===== config.mk =====
export PLATFORM = sky130hd
export DESIGN_NAME = clk_div_bank_flat
export DESIGN_NICKNAME = d
export VERILOG_FILES = /design/src/rtl/clk_div_pkg.sv /design/src/rtl/clk_div_bank_if.sv /design/src/rtl/clk_div_chan.sv /design/src/rtl/clk_div_bank.sv /design/src/flat_wrapper.sv
export SDC_FILE = /design/constraint.sdc
export NUM_CORES = 1
export LEC_CHECK = 0
export CAP_MARGIN = 30
export CORE_ASPECT_RATIO = 1.2
export CORE_MARGIN = 4
export CORE_UTILIZATION = 60
export CTS_CLUSTER_SIZE = 12
export DETAILED_ROUTE_END_ITERATION = 6
export GPL_TIMING_DRIVEN = 0
export HOLD_SLACK_MARGIN = 0.08
export PLACE_DENSITY_LB_ADDON = 0.2
export SKIP_CTS_REPAIR_TIMING = 1
export SYNTH_ARGS = -nofsm -noshare
export SYNTH_HDL_FRONTEND = slang
export SYNTH_HIERARCHICAL = 1
export SYNTH_SLANG_ARGS = --single-unit

===== constraint.sdc =====
create_clock -name clk -period 5.4 [get_ports clk]
set_input_delay 0.81 -clock clk [delete_from_list [all_inputs] [get_ports clk]]
set_output_delay 0.81 -clock clk [all_outputs]
set_load 0.1 [all_outputs]

===== src/rtl/clk_div_pkg.sv =====
// Shared types and constants for the clk_div_bank divider bank.
package clk_div_pkg;

  localparam int DEF_HALF_C = 0;
  localparam int MAX_CH     = 8;
  localparam int CH_MAX_W   = 3;
  localparam int HALF_MAX_W = 16;

  typedef struct packed {
    logic [CH_MAX_W-1:0]   ch;
    logic [HALF_MAX_W-1:0] half;
  } cfg_req_t;

  typedef enum logic {
    SLOT_EMPTY = 1'b0,
    SLOT_FULL  = 1'b1
  } slot_state_t;

  function automatic int ch_width(input int n);
    return (n > 1) ? $clog2(n) : 1;
  endfunction

endpackage


===== src/rtl/clk_div_bank_if.sv =====
// Config write port of clk_div_bank: valid/ready transfer of {channel, half-period}.
interface clk_div_bank_if #(
  parameter int NUM_CH = 4,
  parameter int DIV_W  = 8
);
  localparam int CH_W = (NUM_CH > 1) ? $clog2(NUM_CH) : 1;

  logic            cfg_valid;
  logic            cfg_ready;
  logic [CH_W-1:0] cfg_ch;
  logic [DIV_W-1:0] cfg_half;

  modport master (output cfg_valid, output cfg_ch, output cfg_half, input cfg_ready);
  modport slave  (input cfg_valid, input cfg_ch, input cfg_half, output cfg_ready);
endinterface


===== src/rtl/clk_div_chan.sv =====
// One divider channel: phase counter, half-period register, 50% toggle and rising-edge tick.
// A pending half-period is taken at the channel's own wrap so no short pulse is produced.
module clk_div_chan
  import clk_div_pkg::*;
#(
  parameter int DIV_W    = 8,
  parameter int DEF_HALF = DEF_HALF_C
) (
  input  logic             clk,
  input  logic             rst_n,
  input  logic             ena,
  input  logic             sync_clr,
  input  logic             sync_all,
  input  logic             apply_req,
  input  logic [DIV_W-1:0] apply_half,
  output logic             apply_ack,
  output logic             rise,
  output logic             div_out,
  output logic             tick
);

  logic [DIV_W-1:0] phase_q;
  logic [DIV_W-1:0] half_q;
  logic             div_q;
  logic             tick_q;
  logic             wrap;
  logic             hold_clr;

  assign wrap      = (phase_q == half_q);
  assign hold_clr  = sync_clr | sync_all;
  // while frozen the new value is taken immediately and the phase restarts
  assign apply_ack = apply_req & ~hold_clr & (ena ? wrap : 1'b1);
  assign rise      = ~hold_clr & ena & wrap & ~div_q;

  always_ff @(posedge clk or negedge rst_n) begin
    if (!rst_n) begin
      phase_q <= '0;
      half_q  <= DIV_W'(DEF_HALF);
      div_q   <= 1'b0;
      tick_q  <= 1'b0;
    end else if (hold_clr) begin
      phase_q <= '0;
      div_q   <= 1'b0;
      tick_q  <= 1'b0;
    end else if (ena) begin
      tick_q <= rise;
      if (wrap) begin
        phase_q <= '0;
        div_q   <= ~div_q;
        if (apply_req) half_q <= apply_half;
      end else begin
        phase_q <= phase_q + DIV_W'(1);
      end
    end else begin
      tick_q <= 1'b0;
      if (apply_req) begin
        half_q  <= apply_half;
        phase_q <= '0;
      end
    end
  end

  assign div_out = div_q;
  assign tick    = tick_q;

endmodule


===== src/rtl/clk_div_bank.sv =====
// Bank of NUM_CH synchronous 50% clock dividers with single-slot runtime config and a tick[0] counter.
// Optional: CLK_DIV_SYNC_ALL_EN adds a sync_all input that realigns every channel in one edge.
//
// state      | meaning
// SLOT_EMPTY | no pending config, cfg_ready high unless sync_clr
// SLOT_FULL  | request waiting for its target channel's next wrap
module clk_div_bank
  import clk_div_pkg::*;
#(
  parameter int NUM_CH   = 4,
  parameter int DIV_W    = 8,
  parameter int CNT_W    = 4,
  parameter int DEF_HALF = DEF_HALF_C
) (
  input  logic              clk,
  input  logic              rst_n,
  input  logic              ena,
  input  logic              sync_clr,
`ifdef CLK_DIV_SYNC_ALL_EN
  input  logic              sync_all,
`endif
  clk_div_bank_if.slave     cfg,
  output logic [NUM_CH-1:0] div_out,
  output logic [NUM_CH-1:0] tick,
  output logic [CNT_W-1:0]  cnt
);

  localparam int CH_W    = ch_width(NUM_CH);
  localparam int CH_SPAN = 1 << CH_W;

  if (NUM_CH < 1 || NUM_CH > MAX_CH) begin : g_bad_num_ch
    $error("clk_div_bank: NUM_CH out of range");
  end
  if (DIV_W > HALF_MAX_W) begin : g_bad_div_w
    $error("clk_div_bank: DIV_W wider than cfg_req_t.half");
  end

  slot_state_t       state_q, state_d;
  cfg_req_t          pend_q, pend_d;
  logic [CH_SPAN-1:0] ch_ok;
  logic [NUM_CH-1:0] apply_req;
  logic [NUM_CH-1:0] apply_ack;
  logic [NUM_CH-1:0] rise_all;
  logic [CNT_W-1:0]  cnt_q;
  logic              accept;
  logic              sync_all_i;
  logic              unused_bits;

`ifdef CLK_DIV_SYNC_ALL_EN
  assign sync_all_i = sync_all;
`else
  assign sync_all_i = 1'b0;
`endif

  for (genvar g = 0; g < CH_SPAN; g++) begin : g_ch_ok
    assign ch_ok[g] = (g < NUM_CH);
  end

  assign cfg.cfg_ready = (state_q == SLOT_EMPTY) & ~sync_clr;
  assign accept        = cfg.cfg_valid & cfg.cfg_ready;

  always_comb begin
    state_d = state_q;
    pend_d  = pend_q;
    case (state_q)
      SLOT_EMPTY: begin
        // out-of-range channels complete the handshake but are never stored
        if (accept && ch_ok[cfg.cfg_ch]) begin
          state_d     = SLOT_FULL;
          pend_d.ch   = CH_MAX_W'(cfg.cfg_ch);
          pend_d.half = HALF_MAX_W'(cfg.cfg_half);
        end
      end
      SLOT_FULL: begin
        if (|apply_ack) state_d = SLOT_EMPTY;
      end
      default: state_d = SLOT_EMPTY;
    endcase
    if (sync_clr) state_d = SLOT_EMPTY;
  end

  always_ff @(posedge clk or negedge rst_n) begin
    if (!rst_n) begin
      state_q <= SLOT_EMPTY;
      pend_q  <= '0;
    end else begin
      state_q <= state_d;
      pend_q  <= pend_d;
    end
  end

  for (genvar g = 0; g < NUM_CH; g++) begin : g_chan
    assign apply_req[g] = (state_q == SLOT_FULL) && (pend_q.ch == CH_MAX_W'(g));

    clk_div_chan #(
      .DIV_W    (DIV_W),
      .DEF_HALF (DEF_HALF)
    ) u_chan (
      .clk        (clk),
      .rst_n      (rst_n),
      .ena        (ena),
      .sync_clr   (sync_clr),
      .sync_all   (sync_all_i),
      .apply_req  (apply_req[g]),
      .apply_half (pend_q.half[DIV_W-1:0]),
      .apply_ack  (apply_ack[g]),
      .rise       (rise_all[g]),
      .div_out    (div_out[g]),
      .tick       (tick[g])
    );
  end

  // cnt steps on the same edge that raises tick[0]
  always_ff @(posedge clk or negedge rst_n) begin
    if (!rst_n) begin
      cnt_q <= '0;
    end else if (sync_clr) begin
      cnt_q <= '0;
    end else if (rise_all[0]) begin
      cnt_q <= cnt_q + CNT_W'(1);
    end
  end

  assign cnt = cnt_q;

  // upper struct bits and the other channels' rise flags are intentionally left unread
  assign unused_bits = ^{pend_q, rise_all};

endmodule


===== src/flat_wrapper.sv =====
// flat-port wrapper written by rule: the top's interface ports become plain ports
module clk_div_bank_flat import clk_div_pkg::*;
#(
  parameter int NUM_CH   = 4,
  parameter int DIV_W    = 8,
  parameter int CNT_W    = 4,
  parameter int DEF_HALF = DEF_HALF_C
)
  (clk, rst_n, ena, sync_clr, div_out, tick, cnt, cfg_cfg_valid, cfg_cfg_ch, cfg_cfg_half, cfg_cfg_ready);
  clk_div_bank_if #(.NUM_CH(NUM_CH), .DIV_W(DIV_W)) cfg_i ();
  input  logic clk;
  input  logic rst_n;
  input  logic ena;
  input  logic sync_clr;
  output logic [NUM_CH-1:0] div_out;
  output logic [NUM_CH-1:0] tick;
  output logic [CNT_W-1:0] cnt;
  input wire logic [$bits(cfg_i.cfg_valid)-1:0] cfg_cfg_valid;
  input wire logic [$bits(cfg_i.cfg_ch)-1:0] cfg_cfg_ch;
  input wire logic [$bits(cfg_i.cfg_half)-1:0] cfg_cfg_half;
  output wire logic [$bits(cfg_i.cfg_ready)-1:0] cfg_cfg_ready;
  assign cfg_i.cfg_valid = cfg_cfg_valid;
  assign cfg_i.cfg_ch = cfg_cfg_ch;
  assign cfg_i.cfg_half = cfg_cfg_half;
  assign cfg_cfg_ready = cfg_i.cfg_ready;
  clk_div_bank #(.NUM_CH(NUM_CH), .DIV_W(DIV_W), .CNT_W(CNT_W), .DEF_HALF(DEF_HALF)) u_core (.clk(clk), .rst_n(rst_n), .ena(ena), .sync_clr(sync_clr), .cfg(cfg_i), .div_out(div_out), .tick(tick), .cnt(cnt));
endmodule

==> flow_summary.json, run 1 <==
{
  "grt_pass1_vias": 4797,
  "post-route-period-util_pct": 74.1,
  "clk_pin_slew_ps": 90,
  "cap_violations": 0,
  "worstMarginPinSlew_ps": 1140,
  "dpl.hpwl_microns": 9490,
  "final-setup-viol-count": 0,
  "worstSkewPairLatency_ps": 380,
  "die-area_sq_um": 10700,
  "via_count": 4944,
  "areaGrowthSynthToFinish_pct": 13.3,
  "start_kind": "primary input",
  "vias_per_cell": 6.54,
  "cts_buffers": 9,
  "synth.avg_cell_area_sq_um": 9.42,
  "crit_required_ps": 4590,
  "skew_ps": 14.4,
  "r2r_setup_slack_ps": 2970,
  "drc": 0,
  "cp-end-kind": "output port",
  "clkSinkCount": 87,
  "track_usage_pct": 27.7,
  "cts_tree": "done",
  "start_util_pct": 62.7,
  "overflow": 0,
  "drt_iter0_markers": 307,
  "htree_levels": 3,
  "antenna_found_initial": 0,
  "leakage_uw": 0.00220,
  "final_nets": 654,
  "core_sq_um": 8700,
  "grt_start_max_net_pins": 52,
  "boundaryPins": 28,
  "root_buffer": "clkbuf_8",
  "crit_arrival_ps": 3190,
  "fmax_ghz": 0.250,
  "fp.dieW_microns": 95.0,
  "fp.dieH_microns": 112,
  "hp-class": "primary input to async pin",
  "routed_wl_microns": 13900,
  "ys.warnings.count": 6,
  "wl_per_cell_microns": 18.3,
  "antennaDiodeCount": 0,
  "ir_worst_vdd_mv": 0.187,
  "synth_area_sq_um": 5450,
  "ant_nets": 0,
  "crit_fanout": 17,
  "period_needed_ps": 4000,
  "rows": 37,
  "grt_setup_unrepaired": "false",
  "tns_ps": 0,
  "globalplace.congestion": 0.848,
  "cts_buffer_depth": 2,
  "drive_above_1_share_pct": 12.1,
  "critPathLaunch": "sync_clr",
  "grt_pass1_wl_microns": 23600,
  "path_class": "primary input to output port",
  "hold_viol": 0,
  "powerDensity_nw_per_um2": 232,
  "firstDrtPassIters": 5,
  "netlist_instances": 579,
  "port_buffers": 27,
  "slew_headroom_pct": 23.2,
  "rr_startpoint": "u_core/g_chan[0].u_chan/phase_q[5]$_DFFE_PN0P_",
  "status": "complete, no violations",
  "maxSlewViolCount": 0,
  "fin_util_pct": 71.0
}
-- state kept, by name (all words and copies together), names as in the netlist --
name	count
u_core/cnt	4
u_core/pend_q	10
u_core/state_q	1
u_core/g_chan.u_chan/half_q	32
u_core/g_chan.u_chan/phase_q	32
u_core/g_chan.u_chan/div_out	4
u_core/g_chan.u_chan/tick	4
-- placed cells by master, fill, tap and decap left out, types with 6 or more instances in the layout --
cell,count
o21ai_0,16
dfrtp_1,87
buf_2,17
buf_6,6
nor2_1,17
conb_1,16
clkbuf_8,9
and4_1,8
or3_1,8
xnor2_1,33
nor3b_1,29
a21boi_0,8
a21oi_1,37
nand2_1,41
inv_1,9
xor2_1,8
nor4_1,9
o2111ai_1,8
nand4_1,45
clkdlybuf4s50_1,26
nand3_1,48
mux2_2,9
o211ai_1,48
-- power breakdown --
group / internal, uW / switching [uW]
registers: 679 / 64.6
logic: 84.5 / 85.7
clock network: 261 / 256
-- worst paths after layout --
check                                                            endpoint  cells past startpoint
min in group clk                   u_core/g_chan[2].u_chan/tick$_DFF_PN0_                      1
hold reg to reg                    u_core/g_chan[2].u_chan/tick$_DFF_PN0_                      1
max in group asynchronous  u_core/g_chan[3].u_chan/phase_q[3]$_DFFE_PN0P_                      2
setup reg to reg                                u_core/cnt[3]$_DFFE_PN0P_                      7
setup / recovery                                            cfg_cfg_ready                      4
hold / removal             u_core/g_chan[1].u_chan/phase_q[4]$_DFFE_PN0P_                      1
-- critical path, stage by stage --
cell	delay [ps]
clkdlybuf4s50_1	790
buf_6	320
nor2_1	110
clkdlybuf4s50_1	1140
-- through the flow --
| step | std cells | total power [uW] | worst slack, ps | hold WS (ps) | instance area, sq um |
|---|---|---|---|---|---|
| 6_report | 756 | 1430 | 1400 | 390 | 6180 |
| 5_1_grt | 756 | 1490 | 1280 | 410 | 6180 |
| 4_1_cts | 755 | 1430 | 1440 | 392 | 6170 |
| 3_5_place_dp | 739 | 924 | 1450 | 488 | 5950 |
| 3_3_place_gp | 738 | 914 | 305 | 478 | 5930 |
| 2_1_floorplan | 594 | 843 | 2400 | 505 | 5510 |
-- per-layer routing --
layer	up-vias	global-route usage [%]	share of wire [%]
met5	-	0	0
met4	0	9.72	2.2
met3	25	5.03	6.3
met2	198	44.4	49
met1	2428	37.7	42
li1	2293	-	-
-- area by class of cell --
class / count / area, sq um
plain buffers: 38 / 268
clock buffers: 9 / 124
clock inverters: 7 / 97.6
fillers: 681 / 2530
inverters: 9 / 33.8
multi-input cells: 460 / 3030
flip-flops and latches: 87 / 2180
well taps: 117 / 146
repair buffers: 29 / 300
(Power assumes the default switching activity.)
==> run 2, diff against run 1 <==
==> constraint.sdc (replaced) <==
create_clock -name clk -period 4.1 [get_ports clk]
set_input_delay 0.615 -clock clk [delete_from_list [all_inputs] [get_ports clk]]
set_output_delay 0.615 -clock clk [all_outputs]
set_load 0.1 [all_outputs]
==> results of run 2 <==
Same layout as run 1 (identical final DEF). Status: complete, no violations.
Among the figures that moved: setup slack after placement 1450 ps -> 540 ps; setup slack after layout 1400 ps -> 491 ps; hold slack 390 ps -> 195 ps; register-to-register setup slack 2970 ps -> 1670 ps; total power 1430 uW -> 1880 uW; worst IR drop on VDD 0.187 mV -> 0.246 mV
